<file path="src/rtl/sdram_arb.sv">
// Round-robin arbiter for two clients in front of the sdram controller.
// It also runs the auto-refresh scheduler that drives the controller's refresh toggle.
module sdram_arb #(
  parameter int REFRESH_CYCLES = 780
) (
  input  logic        clk,
  input  logic        reset_n,
  input  logic        a_req,
  input  logic        a_we,
  input  logic [26:1] a_addr,
  input  logic [15:0] a_din,
  input  logic [1:0]  a_bs,
  output logic [15:0] a_dout,
  output logic        a_ack,
  input  logic        b_req,
  input  logic        b_we,
  input  logic [26:1] b_addr,
  input  logic [15:0] b_din,
  input  logic [1:0]  b_bs,
  output logic [15:0] b_dout,
  output logic        b_ack,
  output logic        sd_sel,
  output logic        sd_rd,
  output logic        sd_wr,
  output logic [26:1] sd_addr,
  output logic [15:0] sd_din,
  output logic [1:0]  sd_bs,
  input  logic        sd_ready,
  input  logic [15:0] sd_dout,
  output logic        sd_refresh
);

  localparam int CW = (REFRESH_CYCLES > 1) ? $clog2(REFRESH_CYCLES) : 1;
  localparam logic [CW-1:0] CNT_MAX = CW'(REFRESH_CYCLES - 1);

  typedef enum logic [2:0] {
    IDLE = 3'd0,
    RGAP = 3'd1,
    REQ  = 3'd2,
    WAIT = 3'd3,
    DONE = 3'd4
  } state_t;

  state_t        state_r, state_s;
  logic [CW-1:0] cnt_r, cnt_s;
  logic          rfsh_pend_r, rfsh_pend_s;
  logic          last_r, last_s;   // 1 = B
  logic          gnt_r, gnt_s;     // 1 = B
  logic          sd_sel_s, sd_rd_s, sd_wr_s, sd_refresh_s;
  logic [26:1]   sd_addr_s;
  logic [15:0]   sd_din_s, a_dout_s, b_dout_s;
  logic [1:0]    sd_bs_s;
  logic          a_ack_s, b_ack_s;
  logic          pick_b_s, grant_we_s, wrap_s, rfsh_clr_s;

  // Next-state and next-output logic.
  always_comb begin
    state_s      = state_r;
    last_s       = last_r;
    gnt_s        = gnt_r;
    sd_sel_s     = sd_sel;
    sd_rd_s      = sd_rd;
    sd_wr_s      = sd_wr;
    sd_addr_s    = sd_addr;
    sd_din_s     = sd_din;
    sd_bs_s      = sd_bs;
    sd_refresh_s = sd_refresh;
    a_dout_s     = a_dout;
    b_dout_s     = b_dout;
    a_ack_s      = a_ack;
    b_ack_s      = b_ack;
    rfsh_clr_s   = 1'b0;
    wrap_s       = (cnt_r == CNT_MAX);
    // On a tie the client that was not served last wins.
    pick_b_s     = b_req & (~a_req | ~last_r);
    grant_we_s   = pick_b_s ? b_we : a_we;

    if (wrap_s) cnt_s = '0;
    else        cnt_s = cnt_r + CW'(1);

    case (state_r)
      IDLE: begin
        if (!sd_ready) begin
          state_s = IDLE;
        end else if (rfsh_pend_r) begin
          sd_refresh_s = ~sd_refresh;
          rfsh_clr_s   = 1'b1;
          state_s      = RGAP;
        end else if (a_req | b_req) begin
          last_s    = pick_b_s;
          gnt_s     = pick_b_s;
          sd_addr_s = pick_b_s ? b_addr : a_addr;
          sd_din_s  = pick_b_s ? b_din : a_din;
          if (grant_we_s) sd_bs_s = pick_b_s ? b_bs : a_bs;
          else            sd_bs_s = 2'b11;
          sd_sel_s  = 1'b1;
          sd_wr_s   = grant_we_s;
          sd_rd_s   = ~grant_we_s;
          state_s   = REQ;
        end else begin
          state_s = IDLE;
        end
      end
      RGAP: state_s = IDLE;
      REQ: begin
        if (!sd_ready) begin
          sd_sel_s = 1'b0;
          sd_rd_s  = 1'b0;
          sd_wr_s  = 1'b0;
          state_s  = WAIT;
        end else begin
          state_s = REQ;
        end
      end
      WAIT: begin
        if (sd_ready) begin
          if (gnt_r) begin
            b_dout_s = sd_dout;
            b_ack_s  = 1'b1;
          end else begin
            a_dout_s = sd_dout;
            a_ack_s  = 1'b1;
          end
          state_s = DONE;
        end else begin
          state_s = WAIT;
        end
      end
      DONE: begin
        a_ack_s = 1'b0;
        b_ack_s = 1'b0;
        state_s = IDLE;
      end
      default: state_s = IDLE;
    endcase

    // A wrap in the same cycle as service starts a fresh period.
    if (wrap_s)          rfsh_pend_s = 1'b1;
    else if (rfsh_clr_s) rfsh_pend_s = 1'b0;
    else                 rfsh_pend_s = rfsh_pend_r;
  end

  // State and output registers.
  always_ff @(posedge clk or negedge reset_n) begin
    if (!reset_n) begin
      state_r     <= IDLE;
      cnt_r       <= '0;
      rfsh_pend_r <= 1'b0;
      last_r      <= 1'b1;
      gnt_r       <= 1'b0;
      sd_sel      <= 1'b0;
      sd_rd       <= 1'b0;
      sd_wr       <= 1'b0;
      sd_addr     <= 26'd0;
      sd_din      <= 16'd0;
      sd_bs       <= 2'b00;
      sd_refresh  <= 1'b0;
      a_dout      <= 16'd0;
      b_dout      <= 16'd0;
      a_ack       <= 1'b0;
      b_ack       <= 1'b0;
    end else begin
      state_r     <= state_s;
      cnt_r       <= cnt_s;
      rfsh_pend_r <= rfsh_pend_s;
      last_r      <= last_s;
      gnt_r       <= gnt_s;
      sd_sel      <= sd_sel_s;
      sd_rd       <= sd_rd_s;
      sd_wr       <= sd_wr_s;
      sd_addr     <= sd_addr_s;
      sd_din      <= sd_din_s;
      sd_bs       <= sd_bs_s;
      sd_refresh  <= sd_refresh_s;
      a_dout      <= a_dout_s;
      b_dout      <= b_dout_s;
      a_ack       <= a_ack_s;
      b_ack       <= b_ack_s;
    end
  end

endmodule

</file>
<file path="config.mk">
export PLATFORM = sky130hd
export DESIGN_NAME = sdram_arb
export DESIGN_NICKNAME = d
export VERILOG_FILES = /design/src/rtl/sdram_arb.sv
export SDC_FILE = /design/constraint.sdc
export NUM_CORES = 1
export LEC_CHECK = 0
export CORE_UTILIZATION = 42
export DETAILED_ROUTE_END_ITERATION = 16
export PLACE_DENSITY = 0.81
export SYNTH_ARGS = -nofsm -noshare
export SYNTH_HDL_FRONTEND = slang
export SYNTH_SLANG_ARGS = --single-unit
</file>
<file path="constraint.sdc">
create_clock -name clk -period 1.92 [get_ports clk]
set_clock_uncertainty 0.1 [all_clocks]
set_input_delay 0.192 -clock clk [delete_from_list [all_inputs] [get_ports clk]]
set_output_delay 0.192 -clock clk [all_outputs]
set_load 0.01 [all_outputs]
</file>
# Word-level counts from Yosys, hierarchy flattened
# Index checks and enable logic that the tools add are counted.
classes:
  order_cmp: 0
  n_shift: 0
  n_bitwise: 9
  n_mul: 0
  eq_ne: 11
  add_sub_neg: 1
  muxes: 36
  reduce_logical: 11
  div_mod_pow: 0
op_table:
  columns: ["cell", "count"]
  rows:
  - ["$mux 26", 1]
  - ["$mux 1", 21]
  - ["$mux 16", 1]
  - ["$reduce_and 3->1", 5]
  - ["$ne 2x2->1 const B", 7]
  - ["$add 10x1->10 const B", 1]
  - ["$eq 10x10->1 const B", 1]
  - ["$mux 10", 1]
  - ["$mux 2", 5]
  - ["$pmux 1 s2", 5]
  - ["$pmux 3 s3", 1]
  - ["$eq 3x2->1 const B", 2]
  - ["$not 1->1", 6]
  - ["$reduce_bool 2->1", 3]
  - ["$reduce_and 5->1", 1]
  - ["$reduce_and 4->1", 1]
  - ["$eq 3x3->1 const B", 1]
  - ["$logic_not 3->1", 1]
  - ["$mux 3", 1]
  - ["$or 1x1->1", 2]
  - ["$and 1x1->1", 1]
word_totals:
  mem_count: 0
  latch_bits: 0
  ramBits: 0
  in_bits: 111
  regBits: 98
  mem_bits_ro: 0
  elab_cells: 84

# Logic depth before layout (Yosys ltp)
logic_depth:
  depth_word: 9
  mapped_depth: 7
  mapped_depth_nobuf: 5

# Least setup slack after synthesis
# No wires, ideal clock.
synth_timing:
  path_kind: "register to register"
  startpoint: "register state_r[2]"
  endpoint: "register a_dout[0]"
  stages_incl_launch_ff: 7
  setup_ns: 0.125
  n_path_buf: 3
  setup_slack_ns: 0.210
  arrival_ns: 1.485
  path_cell_list: "dfrtp_1 -> and4b_1 -> buf_6 -> nor2b_4 -> buf_6 -> buf_6 -> mux2_4"
synth_via:
  elab_chain_len: 2
synth_rtl:
  columns: ["element", "line", "rtl"]
  rows:
  - ["from (decl)", "44", "state_t state_r, state_s;"]
  - ["from (signal assigned)", "163", "state_r <= state_s;"]
  - ["$eq 3x2->1", "81", "case (state_r)"]
  - ["$reduce_and 3->1 (no line)", null, null]
  - ["to (signal assigned)", "175", "a_dout <= a_dout_s;"]
  - ["to (decl)", "13", "output logic [15:0] a_dout,"]
# Every way passes these cells.
# A chain may end at the register's enable or synchronous reset.

# Final worst setup path
layout_timing:
  startpoint: "register state_r[2]"
  endpoint: "register sd_addr[21] in the netlist's numbering"
layout_via:
  elab_chain_len: 2
layout_rtl:
  columns: ["element", "line", "rtl"]
  rows:
  - ["$logic_not 3->1", "81", null]
  - ["$reduce_and 4->1 (no line)", null, null]
  - ["to (signal assigned)", "171", "sd_addr <= sd_addr_s;"]
  - ["to (decl)", "25", "output logic [26:1] sd_addr,"]
# Every way passes these cells.

==> run metrics <==
CTS Buf Count 9; Antenna Nets Post-Route 0; Clk Latency, worst-skew pair approximately 0.36 ns; grt ovf 0; worst-path fanout max 60; CP Data Arrival Time between 1.5 and 2 ns; vias post-DR ~3300; Pre-antenna DRT Iters 4; RSZ-0062 raised after global routing no; Resized cells post-CTS 0; fin nets between 600 and 700; max cap viols 0; WL final approximately 10 mm; crit share post-route between 80 and 90%; DR vias/cell a little under 5; setup TNS 0 ns; endpoint class of the critical path register; Max clock buf depth 2; CTS tree yes; die height ~100 um; grt met1 use between 20% and 30%; I/O Buffers between 150 and 200; clk root buf clkbuf_8; Yosys top cell by area dfrtp_1; Die Area approximately 10000 sq um; min Tclk post-route around 1.7 ns; Fmax between 0.5 and 0.6 GHz; total core area roughly 9800 sq um; first-pass GRT wire length 16.4 mm; GRT Overall Usage a little over 20%; Mapped Nets approximately 460; Mean Syn Cell Area around 12 sq um; # IOs 193; initial drt markers 67; met3 usage in global routing about 4.7%; wire per inst about 15 um; Reg clk slew, reported paths between 0.1 and 0.15 ns; Final Setup Violations 0; via count of the first global-routing pass about 3400; Tightest Pin Transition ~0.31 ns; grt peak-use layer met2; share of layout cells above drive strength 1 between 10% and 20%; clk sink count between 90 and 100; non-filler cells, final a little under 700; register area 2450 sq um; Peak supply drop around 0.00081 V; final hold vios 0; sequential-to-total area share from yosys stat just under 60%; Synth top area share a little under three fifths; Fill cells 770; multi-input logic area ~1600 sq um; total placed cells including tap cells approximately 670; P&R area growth vs syn 55.8%; Final HPWL DP approximately 8 mm; run status complete, no violations; Critical Path RT ~2.1 ns; #FFs+latches synth just under 100; Mapped Area between 4000 and 5000 sq um; Worst R2R Setup Slack ~0.21 ns; PD cells 1350 nW/um^2; kind of critical path register to register; fin. max-slew vios 0; Leakage Power between 0.002 and 0.003 uW; Chip Width 102 um; cells after synthesis 347; Rows 36; synth unique cells 41; htree depth 3; Critical Path Start Type register; initial antenna violation count 0; pin count of the biggest net entering global routing 61; Hold WC Path Type input pin to asynchronous set/reset pin; met2 usage between 30% and 40%; Inserted Diodes 0; main area contributors after synthesis dfrtp_1 (57%), mux2i_1 (10%), mux2_2 (5.6%); Starting Density a little over two fifths; DRC Markers 0; Slew HR roughly four fifths; YS warnings 0; gpl congestion around 0.76
area by class of cell:
cell class	count	share of cell area, %
Clock buffer	9	1.88
Clock inverter	7	1.25
Inverter	6	0.342
Multi-Input combinational cell	224	24.8
Sequential cell	98	37.2
Tap cell	133	2.53
Timing Repair Buffer	208	31.9
cell usage after synthesis, drive strengths merged:
cell / instances
dfrtp: 97
nor2: 52
a21oi: 47
mux2i: 43
mux2: 32
buf: 19
nand2: 9
inv: 6
nand3: 6
xnor2: 6
xor2: 3
nand3b: 2
nor2b: 2
nor4: 2
o21ai: 2
o311ai: 2
a2111o: 1
a211oi: 1
a21boi: 1
a21o: 1
a22o: 1
and2: 1
and3: 1
and4b: 1
dfstp: 1
ha: 1
nand2b: 1
nand4: 1
nor4b: 1
nor4bb: 1
o21ba: 1
o21bai: 1
o2bb2ai: 1
routing by layer:
metal,vias up,part of all wire [%]
met5,-,0
met4,0,0.81
met3,10,6.1
met2,115,54
met1,1611,39
li1,1606,-
power breakdown:
group	internal (uW)	switching (uW)	leakage (uW)
clock	623	742	0.0000984
combinational	2440	1600	0.00157
sequential	2960	533	0.00116
cells in the final DEF (no fill, tap or decap), types with 6 or more instances in the layout:
| cell | instances |
|---|---|
| clkdlybuf4s50_1 | 191 |
| dfrtp_1 | 97 |
| nor2_1 | 52 |
| a21oi_1 | 47 |
| mux2i_1 | 43 |
| mux2_2 | 21 |
| buf_4 | 11 |
| mux2_4 | 9 |
| clkbuf_8 | 9 |
| nand2_1 | 8 |
| nand3_1 | 6 |
| xnor2_1 | 6 |
| inv_1 | 6 |
path summary, 6_finish.rpt:
| check | start | to | cells after the start |
|---|---|---|---|
| setup / recovery | state_r[2]$_DFF_PN0_ | sd_addr[21]$_DFFE_PN0P_ | 5 |
| setup reg to reg | state_r[2]$_DFF_PN0_ | sd_addr[21]$_DFFE_PN0P_ | 5 |
| max in group asynchronous | reset_n | last_r$_DFFE_PN1P_ | 3 |
| hold reg to reg | sd_refresh$_DFFE_PN0P_ | sd_refresh$_DFFE_PN0P_ | 1 |
| min in group clk | a_addr[3] | sd_addr[3]$_DFFE_PN0P_ | 3 |
| hold / removal | reset_n | a_dout[0]$_DFFE_PN0P_ | 2 |
repair_timing:
action                                  4_1_cts  5_1_grt
endpoints found under the setup margin        0        0
hold buffers                                  1        0
endpoints found under the hold margin        97        0
buffers inserted                              0        0
cell families after synthesis:
| group | Yosys count | synth area share, % |
|---|---|---|
| DFF | 98 | 58.0 |
| and+or+nand+nor | 80 | 8.88 |
| AOI/OAI and AO/OA | 59 | 7.84 |
| xor gates and xnor gates | 9 | 1.86 |
| muxes | 75 | 19.5 |
| adders and majority gates | 1 | 0.296 |
| buffers and inverters | 25 | 3.61 |
registers in the layout, indices dropped and copies added, names as in the netlist, 2 cells and up:
register	cells
b_dout	16
cnt_r	10
a_dout	16
state_r	3
sd_din	16
sd_addr	26
sd_bs	2
per-stage QoR:
step	utilization, %	hold slack, ns	setup WS (ns)	instance area, sq um	total power [uW]
floorplan	-	-0.204	0.210	4230	5200
global placement	65.2	-0.0151	0.0752	6370	7450
detailed placement	65.2	-0.00897	0.0116	6370	7620
CTS	67.4	0.126	0.205	6590	9010
global route	67.4	0.169	0.0541	6590	9460
finish	67.4	0.136	0.210	6590	8910
worst max-delay path, stage by stage, from the launching register on:
cell and delay, ns:
dfrtp_1 0.47, nor4b_2 0.33, and2_2 0.25, buf_12 0.25, nor2_1 0.06, a21oi_1 0.13
Power figures use the tool's default switching activity.
